===== config.mk =====
export PLATFORM = sky130hd
export DESIGN_NAME = disp_share_sched
export DESIGN_NICKNAME = d
export VERILOG_FILES = /design/src/rtl/disp_pkg.sv /design/src/rtl/seg7_hex_decode.sv /design/src/rtl/disp_share_sched.sv
export SDC_FILE = /design/constraint.sdc
export NUM_CORES = 1
export LEC_CHECK = 0
export ABC_AREA = 1
export BUFFER_PORTS_ARGS = -buffer_cell sky130_fd_sc_hd__clkbuf_2
export CORE_MARGIN = 2
export CORE_UTILIZATION = 53
export CTS_BUF_LIST = sky130_fd_sc_hd__clkbuf_8
export CTS_CLUSTER_DIAMETER = 120
export CTS_CLUSTER_SIZE = 14
export DETAILED_ROUTE_END_ITERATION = 7
export HOLD_SLACK_MARGIN = 0.05
export PLACE_DENSITY_LB_ADDON = 0.25
export SLEW_MARGIN = 15
export SYNTH_ARGS = -nofsm -noshare
export SYNTH_HDL_FRONTEND = slang
export SYNTH_SLANG_ARGS = --single-unit

===== constraint.sdc =====
create_clock -name clk_50M -period 3.6 [get_ports clk_50M]
set_clock_uncertainty 0.2 [all_clocks]
set_input_delay 0 -clock clk_50M [delete_from_list [all_inputs] [get_ports clk_50M]]
set_output_delay 0 -clock clk_50M [all_outputs]
set_load 0.03 [all_outputs]

===== src/rtl/disp_pkg.sv =====
// Shared display definitions: owner state encoding, digit count, blank codes.
package disp_pkg;

   localparam logic [1:0] S_IDLE = 2'd0;
   localparam logic [1:0] S_OWN0 = 2'd1;
   localparam logic [1:0] S_OWN1 = 2'd2;

   typedef enum logic [1:0] {
      ST_IDLE = S_IDLE,
      ST_OWN0 = S_OWN0,
      ST_OWN1 = S_OWN1
   } own_state_e;

   localparam int        NUM_DIGITS = 6;
   localparam logic [7:0] SEG_BLANK = 8'hFF;
   localparam logic [5:0] SEL_NONE  = 6'h3F;

   // What one scan slot shows: latched at slot start, held for the whole slot
   typedef struct packed {
      logic       show;
      logic [3:0] nib;
   } slot_t;

   // Active-low one-hot digit enable for a digit index
   function automatic logic [5:0] digit_sel(input logic [2:0] idx);
      return ~(6'b000001 << idx);
   endfunction

endpackage


===== src/rtl/seg7_hex_decode.sv =====
// Hex nibble to active-low seven-segment pattern {g,f,e,d,c,b,a}.
module seg7_hex_decode (
   input  logic [3:0] hex_i,
   output logic [6:0] seg_o
);

   // Pure lookup; shared with other display blocks
   always_comb begin
      seg_o = 7'h7F;
      unique case (hex_i)
         4'h0: seg_o = 7'h40;
         4'h1: seg_o = 7'h79;
         4'h2: seg_o = 7'h24;
         4'h3: seg_o = 7'h30;
         4'h4: seg_o = 7'h19;
         4'h5: seg_o = 7'h12;
         4'h6: seg_o = 7'h02;
         4'h7: seg_o = 7'h78;
         4'h8: seg_o = 7'h00;
         4'h9: seg_o = 7'h10;
         4'hA: seg_o = 7'h08;
         4'hB: seg_o = 7'h03;
         4'hC: seg_o = 7'h46;
         4'hD: seg_o = 7'h21;
         4'hE: seg_o = 7'h06;
         4'hF: seg_o = 7'h0E;
         default: seg_o = 7'h7F;
      endcase
   end

endmodule


===== src/rtl/disp_share_sched.sv =====
// Shares the 6-digit multiplexed display between a normal source (0) and a
// priority alert source (1): req/gnt arbitration with minimum hold time,
// digit scan with a blanking interval at the start of every slot, and
// optional blinking for the alert source.
module disp_share_sched
   import disp_pkg::*;
#(
   parameter int DIVCLK_CNTMAX_1ms = 49999,
   parameter int BLANK_CYCLES      = 500,
   parameter int HOLD_MS           = 1000,
   parameter int BLINK_MS          = 500
) (
   input  logic        clk_50M,
   input  logic        rst,
   input  logic        req0,
   input  logic [23:0] data0,
   input  logic        req1,
   input  logic [23:0] data1,
   input  logic        blink1,
   output logic        gnt0,
   output logic        gnt1,
   output logic [5:0]  seg_sel,
   output logic [7:0]  seg_led
);

   localparam int DIV_W   = (DIVCLK_CNTMAX_1ms > 0) ? $clog2(DIVCLK_CNTMAX_1ms + 1) : 1;
   localparam int HOLD_W  = (HOLD_MS > 0) ? $clog2(HOLD_MS + 1) : 1;
   localparam int BLINK_W = (BLINK_MS > 1) ? $clog2(BLINK_MS) : 1;

   localparam logic [DIV_W-1:0]   DIV_MAX   = DIV_W'(DIVCLK_CNTMAX_1ms);
   localparam logic [DIV_W-1:0]   BLANK_END = DIV_W'(BLANK_CYCLES);
   localparam logic [HOLD_W-1:0]  HOLD_MAX  = HOLD_W'(HOLD_MS);
   localparam logic [BLINK_W-1:0] BLINK_MAX = BLINK_W'((BLINK_MS > 0) ? BLINK_MS - 1 : 0);
   localparam logic [2:0]         IDX_LAST  = 3'(NUM_DIGITS - 1);

   logic [DIV_W-1:0]   div_q, div_d;
   logic               tick;
   logic [2:0]         idx_q, idx_d;
   logic [BLINK_W-1:0] bcnt_q, bcnt_d;
   logic               phase_q, phase_d;
   logic [HOLD_W-1:0]  hold_q, hold_d;
   logic               hold_done;
   own_state_e         state_q, state_d;
   logic               gnt0_q, gnt1_q;
   slot_t              slot_q, slot_d;
   logic [5:0]         sel_q, sel_d;
   logic [7:0]         led_q, led_d;
   logic [6:0]         dec_seg;

   // Digit view of each requester's data bus
   logic [NUM_DIGITS-1:0][3:0] d0v, d1v;
   assign d0v = data0;
   assign d1v = data1;

   assign hold_done = (hold_q == HOLD_MAX);

   // Timebase: 1 ms tick, digit index and blink phase all advance on the tick
   always_comb begin
      tick    = (div_q == DIV_MAX);
      div_d   = tick ? '0 : div_q + 1'b1;
      idx_d   = idx_q;
      bcnt_d  = bcnt_q;
      phase_d = phase_q;
      if (tick) begin
         idx_d = (idx_q == IDX_LAST) ? '0 : idx_q + 1'b1;
         if (bcnt_q == BLINK_MAX) begin
            bcnt_d  = '0;
            phase_d = ~phase_q;
         end else begin
            bcnt_d = bcnt_q + 1'b1;
         end
      end
   end

   // Ownership arbitration; requester 1 wins ties and may pre-empt once hold is done
   always_comb begin
      state_d = state_q;
      unique case (state_q)
         ST_IDLE: begin
            if (req1)      state_d = ST_OWN1;
            else if (req0) state_d = ST_OWN0;
         end
         ST_OWN0: begin
            if (!req0)                state_d = req1 ? ST_OWN1 : ST_IDLE;
            else if (req1 && hold_done) state_d = ST_OWN1;
         end
         ST_OWN1: begin
            if (!req1) state_d = req0 ? ST_OWN0 : ST_IDLE;
         end
         default: state_d = ST_IDLE;
      endcase
   end

   // Hold timer restarts on every state entry and saturates at the hold limit
   always_comb begin
      hold_d = hold_q;
      if (state_d != state_q)       hold_d = '0;
      else if (tick && !hold_done)  hold_d = hold_q + 1'b1;
   end

   // Slot latch: owner, nibble and blink decision are frozen at slot start so an
   // ownership change mid-slot never tears the digit being shown
   always_comb begin
      slot_d = slot_q;
      if (tick) begin
         unique case (state_d)
            ST_OWN0: begin
               slot_d.show = 1'b1;
               slot_d.nib  = d0v[idx_d];
            end
            ST_OWN1: begin
               slot_d.show = !(blink1 && phase_d);
               slot_d.nib  = d1v[idx_d];
            end
            default: begin
               slot_d.show = 1'b0;
               slot_d.nib  = '0;
            end
         endcase
      end
   end

   seg7_hex_decode u_dec (
      .hex_i (slot_d.nib),
      .seg_o (dec_seg)
   );

   // Pin values computed from next-state so the registered pins line up with the counters
   always_comb begin
      sel_d = SEL_NONE;
      led_d = SEG_BLANK;
      if (slot_d.show && (state_d != ST_IDLE) && (div_d >= BLANK_END)) begin
         sel_d = digit_sel(idx_d);
         led_d = {1'b1, dec_seg};
      end
   end

   // Ownership state, hold timer and grants (grants trail the state by one clock)
   always_ff @(posedge clk_50M) begin
      if (!rst) begin
         state_q <= ST_IDLE;
         hold_q  <= '0;
         gnt0_q  <= 1'b0;
         gnt1_q  <= 1'b0;
      end else begin
         state_q <= state_d;
         hold_q  <= hold_d;
         gnt0_q  <= (state_q == ST_OWN0);
         gnt1_q  <= (state_q == ST_OWN1);
      end
   end

   // Scan timebase, slot latch and registered display pins
   always_ff @(posedge clk_50M) begin
      if (!rst) begin
         div_q   <= '0;
         idx_q   <= '0;
         bcnt_q  <= '0;
         phase_q <= 1'b0;
         slot_q  <= '0;
         sel_q   <= SEL_NONE;
         led_q   <= SEG_BLANK;
      end else begin
         div_q   <= div_d;
         idx_q   <= idx_d;
         bcnt_q  <= bcnt_d;
         phase_q <= phase_d;
         slot_q  <= slot_d;
         sel_q   <= sel_d;
         led_q   <= led_d;
      end
   end

   assign gnt0    = gnt0_q;
   assign gnt1    = gnt1_q;
   assign seg_sel = sel_q;
   assign seg_led = led_q;

endmodule


[Word level (Yosys, flattened, before mapping)]
Memory sizes are Yosys's and may differ from the RTL's. A register that Yosys moved wholly into a read port is not among the register bits.
Cells that the tools add are included.
Word-level totals
  register bits after elaboration: 55
  bits in latches: 0
  bits in writable memories: 0
  memory bits (read-only): 112
  input port bits: 53
  output and inout port bits: 16
  logic and storage cells: 64
  memories: 1
Memories
  (no name shown): depth 16, bits a word 7, rd ports 1, clocked after Yosys merged registers in 1, wr ports 0, line seg7_hex_decode.sv:10  | unique case (hex_i)
Operators by class
  $add $sub $neg: 4
  multiply operators: 0
  div/mod/pow operators: 0
  order comparisons: 2
  eq/ne operators: 9
  shifts and indexed selects: 1
  multiplexer cells: 20
  bitwise operators: 3
  reductions and logical operators: 12
Operators by type and width (count)
  4-bit binary-select mux with 3-bit select: 2
  16-bit by 1-bit adder with 16-bit output, second input constant: 1
  16-bit equality test, second input constant: 1
  16-bit by 9-bit greater-or-equal comparator with 1-bit output, second input constant: 1
  16-bit 2-to-1 mux: 1
  2-bit 2-to-1 mux: 6
  10-bit by 1-bit adder with 10-bit output, second input constant: 1
  10-bit equality test, second input constant: 1
  5-bit one-hot mux with 2 select lines: 1
  9-bit by 1-bit adder with 9-bit output, second input constant: 1
  9-bit equality test, second input constant: 1
  9-bit 2-to-1 mux: 1
  4-bit 2-to-1 mux: 2
  3-bit 2-to-1 mux: 2
  6-bit inverter: 1
  2-bit one-hot mux with 3 select lines: 1
  1-bit by 3-bit << shifter with 6-bit output, first input constant: 1
  1-bit logical AND: 5
  5-bit 2-to-1 mux: 1
  2-bit by 1-bit equality test with 1-bit output, second input constant: 2
  2-bit equality test, second input constant: 2
  3-bit by 4-bit less-than comparator with 1-bit output, second input constant: 1
  3-bit by 1-bit adder with 3-bit output, second input constant: 1
  3-bit equality test, second input constant: 1
  other kinds (8): 13

[Depth between registers and ports, before layout]
  depth after elaboration: 12
  gate-level depth with buffers: 23
  gate-level depth less buffers: 23

[Cells and area by module]
From an unflattened synthesis, not the netlist that was laid out.
Second synthesis, totals
  cells, all modules: 588
  area, all modules: 3843.7 um^2
By module, submodules not included
  disp_share_sched: times used 1, cells each 539, area each 3569.7 um^2, seq. area each 1221.2 um^2
  seg7_hex_decode: times used 1, cells each 49, area each 274.0 um^2, seq. area each 0.0 um^2

[Least setup slack after synthesis]
OpenSTA, ideal clock, no wires.
  kind: reg2reg
  start point: register hold_q[0]
  end point: register led_q[1], in the netlist seg_led[1]
  arrival: 2.557 ns
  required time: 3.285 ns
  slack: 0.729 ns
  stages on the path, launching flop included: 23
  buffers on the path: 0
  cell sequence: dfxtp_1 inv_1 ha_1 nand2_1 nor2_1 nand4_1 inv_1 o211ai_1 o21ai_0 inv_1 ha_1 inv_1 a21oi_1 o211ai_1 nand3_1 nand2_1 nand2_1 inv_2 ha_1 nand2_1 nor2_1 nor2_1 nand2_1
RTL lines
  start: declaration: line disp_share_sched.sv:41  | logic [HOLD_W-1:0] hold_q, hold_d;
  start signal: assignment: line disp_share_sched.sv:147  | hold_q <= hold_d;
  end: declaration: line disp_share_sched.sv:47  | logic [7:0] led_q, led_d;

==> impl_metrics.sql <==
INSERT INTO impl_metrics (metric_group, metric, value, unit) VALUES
('outcome', 'outcome', 'finished, final reports clean', ''),
('synth', 'ys.flop_type', 'sky130_fd_sc_hd__dfxtp_1', ''),
('critical_path', 'timing.setup.critical_path_class', 'register to register', ''),
('power', 'power_frac_comb', '7.3', '%'),
('synth', 'synthDistinctLibCells', '41', ''),
('final_layout', 'area_growth', '17.1', '%'),
('global_routing', 'grt_pass1_wl', '14500', 'um'),
('timing', 'minimum_hold_slack', '141', 'ps'),
('synth', 'mappedNetlistArea', '3680', 'sq um'),
('floorplan', 'area_of_the_core_region', '6760', 'sq um'),
('placed_design', 'detailedPlace.worstSlack', '264', 'ps'),
('detailed_routing', 'detail_route.wl_per_cell', '11.7', 'um'),
('synth', 'synth_fp_nets', '630', ''),
('timing', 'grt_setup_unrepaired', 'no', ''),
('timing', 'layout_worst_path_cycle_share', '90.0', '%'),
('floorplan', 'die_width', '87.3', 'um'),
('final_layout', 'post-route-util', '63.8', '%'),
('detailed_routing', 'route.detailed.drc', '0', ''),
('final_layout', 'antennaDiodeCount', '0', ''),
('power', 'ir_worst_vdd', '0.192', 'mV'),
('synth', 'number_of_enable_flip_flop_cells_after_synthesis', '0', ''),
('power', 'net_switching_share_of_the_total_power', '22.9', '%'),
('synth', 'synth_top_area_share', '33.2', '%'),
('power', 'share_clk_of_total_power', '43.9', '%'),
('detailed_routing', 'vias_per_cell', '5.09', ''),
('global_routing', 'globalRouteMet2Util', '40.5', '%'),
('synth', 'synthArstFlopShare', '0', '%'),
('floorplan', 'floorplan.die_area', '7620', 'sq um'),
('synth', 'cell_taking_the_most_area_after_synthesis', 'sky130_fd_sc_hd__dfxtp_1', ''),
('placed_design', 'dp_hpwl', '6520', 'um'),
('global_routing', 'antenna_found_initial', '0', ''),
('global_routing', 'grt_start_max_net_pins', '29', ''),
('clock_network', 'clk-insertion-delay-late', '330', 'ps'),
('timing', 'finalHoldViolations', '0', ''),
('floorplan', 'num_rows', '30', ''),
('global_routing', 'all_layer_global_routing_usage', '23.7', '%'),
('placed_design', 'i_o_buffers', '67', ''),
('critical_path', 'setup.worst_path.end_class', 'register', ''),
('run', 'max_cap_violations', '0', ''),
('placed_design', 'gp_congestion', '0.907', ''),
('timing', 'final.setup.worst_slack', '361', 'ps'),
('global_routing', 'grt_overflow', '0', ''),
('final_layout', 'final_layout_size_suffix_gt1_share', '18.7', '%'),
('synth', 'synth.top_cells.by_area', 'sky130_fd_sc_hd__dfxtp_1 (33%), sky130_fd_sc_hd__nand2_1 (15%), sky130_fd_sc_hd__nor2_1 (7.9%)', ''),
('global_routing', 'grt_pass1_vias', '3360', ''),
('synth', 'synth_seq_area_share', '33.2', '%'),
('timing', 'finalSetupViolCount', '0', ''),
('clock_network', 'tritoncts_num_sinks', '61', ''),
('final_layout', 'nNetsFinal', '704', ''),
('power', 'power_leakage', '1.97', 'nW'),
('timing', 'tns', '0', 'ps'),
('power', 'seq_power_share', '48.8', '%'),
('clock_network', 'clockBufferDepth', '2', ''),
('power', 'power_report.internal_total', '0.00108', 'W'),
('critical_path', 'worst_ep_required_time', '3620', 'ps'),
('final_layout', 'finish.cell_count_without_fillers', '722', ''),
('synth', 'syn_inst', '564', ''),
('detailed_routing', 'via_count', '3673', ''),
('detailed_routing', 'drt-pass1-iter-count', '4', ''),
('placed_design', 'place_inst', '700', ''),
('timing', 'finalWorstPathRequiredPeriod', '3240', 'ps'),
('global_routing', 'top_usage_layer', 'met2', ''),
('timing', 'report.final.slew_viol_count', '0', ''),
('floorplan', 'design.portCount', '69', ''),
('clock_network', 'tritoncts', 'done', ''),
('detailed_routing', 'postRouteAntennaNets', '0', ''),
('critical_path', 'timing.critical_path.from_type', 'register', ''),
('power', 'net-switching-power', '0.000321', 'W'),
('clock_network', 'clk_pin_slew', '70', 'ps'),
('timing', 'max_slew_margin', '49.6', '%'),
('clock_network', 'ctsHtreeMaxLevel', '3', '');
final timing paths:
kind	start	endpoint	slack, ps	cells after the start
setup / recovery	div_q[0]	seg_led[0]	360	18
hold / removal	data0[17]	seg_led[1]	140	9
setup reg to reg	div_q[0]	seg_led[0]	360	18
hold reg to reg	div_q[0]	div_q[0]	260	1
state kept, by name, summed over array words and instances, names as in the netlist:
signal,flops
bcnt_q,9
seg_sel,6
slot_q,5
state_q,2
idx_q,3
phase_q,1
gnt1,1
gnt0,1
hold_q,10
div_q,16
seg_led,7
per-stage QoR:
stage / instance area [sq um] / power (W)
floorplan: 3680 / 0.000752
global placement: 4030 / 0.000793
detailed placement: 4030 / 0.000795
CTS: 4290 / 0.00140
global route: 4310 / 0.00145
finish: 4310 / 0.00140
synth_stat cells, types with 4 or more instances:
cell,n
sky130_fd_sc_hd__a21oi_1,18
sky130_fd_sc_hd__buf_6,4
sky130_fd_sc_hd__dfxtp_1,61
sky130_fd_sc_hd__ha_1,13
sky130_fd_sc_hd__inv_1,68
sky130_fd_sc_hd__inv_2,11
sky130_fd_sc_hd__nand2_1,145
sky130_fd_sc_hd__nand2_2,8
sky130_fd_sc_hd__nand2_4,4
sky130_fd_sc_hd__nand3_1,57
sky130_fd_sc_hd__nand4_1,10
sky130_fd_sc_hd__nor2_1,77
sky130_fd_sc_hd__nor2_2,4
sky130_fd_sc_hd__nor3_1,17
sky130_fd_sc_hd__nor4_1,7
sky130_fd_sc_hd__o211ai_1,5
sky130_fd_sc_hd__o21ai_0,9
sky130_fd_sc_hd__o21ai_1,6
sky130_fd_sc_hd__xor2_1,7
timing repair:
action	4_1_cts	5_1_grt
setup endpoints to repair	0	2
setup buffers	0	0
gates resized for setup	0	3
hold endpoints to repair	11	1
hold buffers	6	1
worst max-delay path: stages (launching register included):
cell	delay [ps]
sky130_fd_sc_hd__dfxtp_1	360
sky130_fd_sc_hd__ha_1	210
sky130_fd_sc_hd__nand3_2	160
sky130_fd_sc_hd__nor2_4	160
sky130_fd_sc_hd__nand2_4	140
sky130_fd_sc_hd__nand2_4	140
sky130_fd_sc_hd__nand2_4	180
sky130_fd_sc_hd__inv_2	190
sky130_fd_sc_hd__nor2_1	120
sky130_fd_sc_hd__nand2_1	80
sky130_fd_sc_hd__nand3_1	60
sky130_fd_sc_hd__nand3_1	100
sky130_fd_sc_hd__nand2_1	60
sky130_fd_sc_hd__a21boi_2	290
sky130_fd_sc_hd__inv_1	140
sky130_fd_sc_hd__ha_1	240
sky130_fd_sc_hd__nand3b_1	160
sky130_fd_sc_hd__nand3_1	90
sky130_fd_sc_hd__nand3_1	70
final cells by class:
class / count / area (sq um)
timing repair buffer: 75 / 413
sequential: 61 / 1220
multi-input combinational: 411 / 2070
inverter: 80 / 300
tap: 80 / 100
clock buffer: 11 / 151
clock inverter: 4 / 48.8
fill: 644 / 2450
routing by layer:
| metal | wire length (um) | share of wire (%) | vias to the layer above |
|---|---|---|---|
| met4 | 184 | 2.2 | 0 |
| met3 | 418 | 5.0 | 16 |
| met2 | 4050 | 48 | 117 |
| li1 | - | - | 1939 |
| met5 | 0 | 0 | - |
| met1 | 3770 | 45 | 1601 |
cells in the final DEF (no fill, tap or decap), types with 8 or more instances in the layout:
master,n
sky130_fd_sc_hd__nand2_1,145
sky130_fd_sc_hd__nor2_1,77
sky130_fd_sc_hd__inv_1,69
sky130_fd_sc_hd__clkbuf_2,67
sky130_fd_sc_hd__dfxtp_1,61
sky130_fd_sc_hd__nand3_1,57
sky130_fd_sc_hd__a21oi_1,18
sky130_fd_sc_hd__nor3_1,17
sky130_fd_sc_hd__ha_1,12
sky130_fd_sc_hd__inv_2,11
sky130_fd_sc_hd__clkbuf_8,11
sky130_fd_sc_hd__nand4_1,10
sky130_fd_sc_hd__nand2_2,8
sky130_fd_sc_hd__o21ai_0,8
power by group through the flow:
stage,logic [W],registers [W],clock network (W)
after floorplan,0.0000529,0.000699,0
after global placement,0.0000952,0.000698,0
after detailed placement,0.0000962,0.000698,0
after CTS,0.000101,0.000683,0.000619
after global routing,0.000117,0.000683,0.000651
final,0.000102,0.000683,0.000614
kinds of logic after synthesis:
logic type | count (synthesis) | synth area share, %
flops | 61 | 33.2
buf+inv | 92 | 10.6
xor+xnor | 8 | 1.90
other cells | 1 | 0.102
fa+ha+maj | 13 | 4.42
simple gates | 343 | 42.2
compound gates | 46 | 7.55
Power figures use the tool's default switching activity.
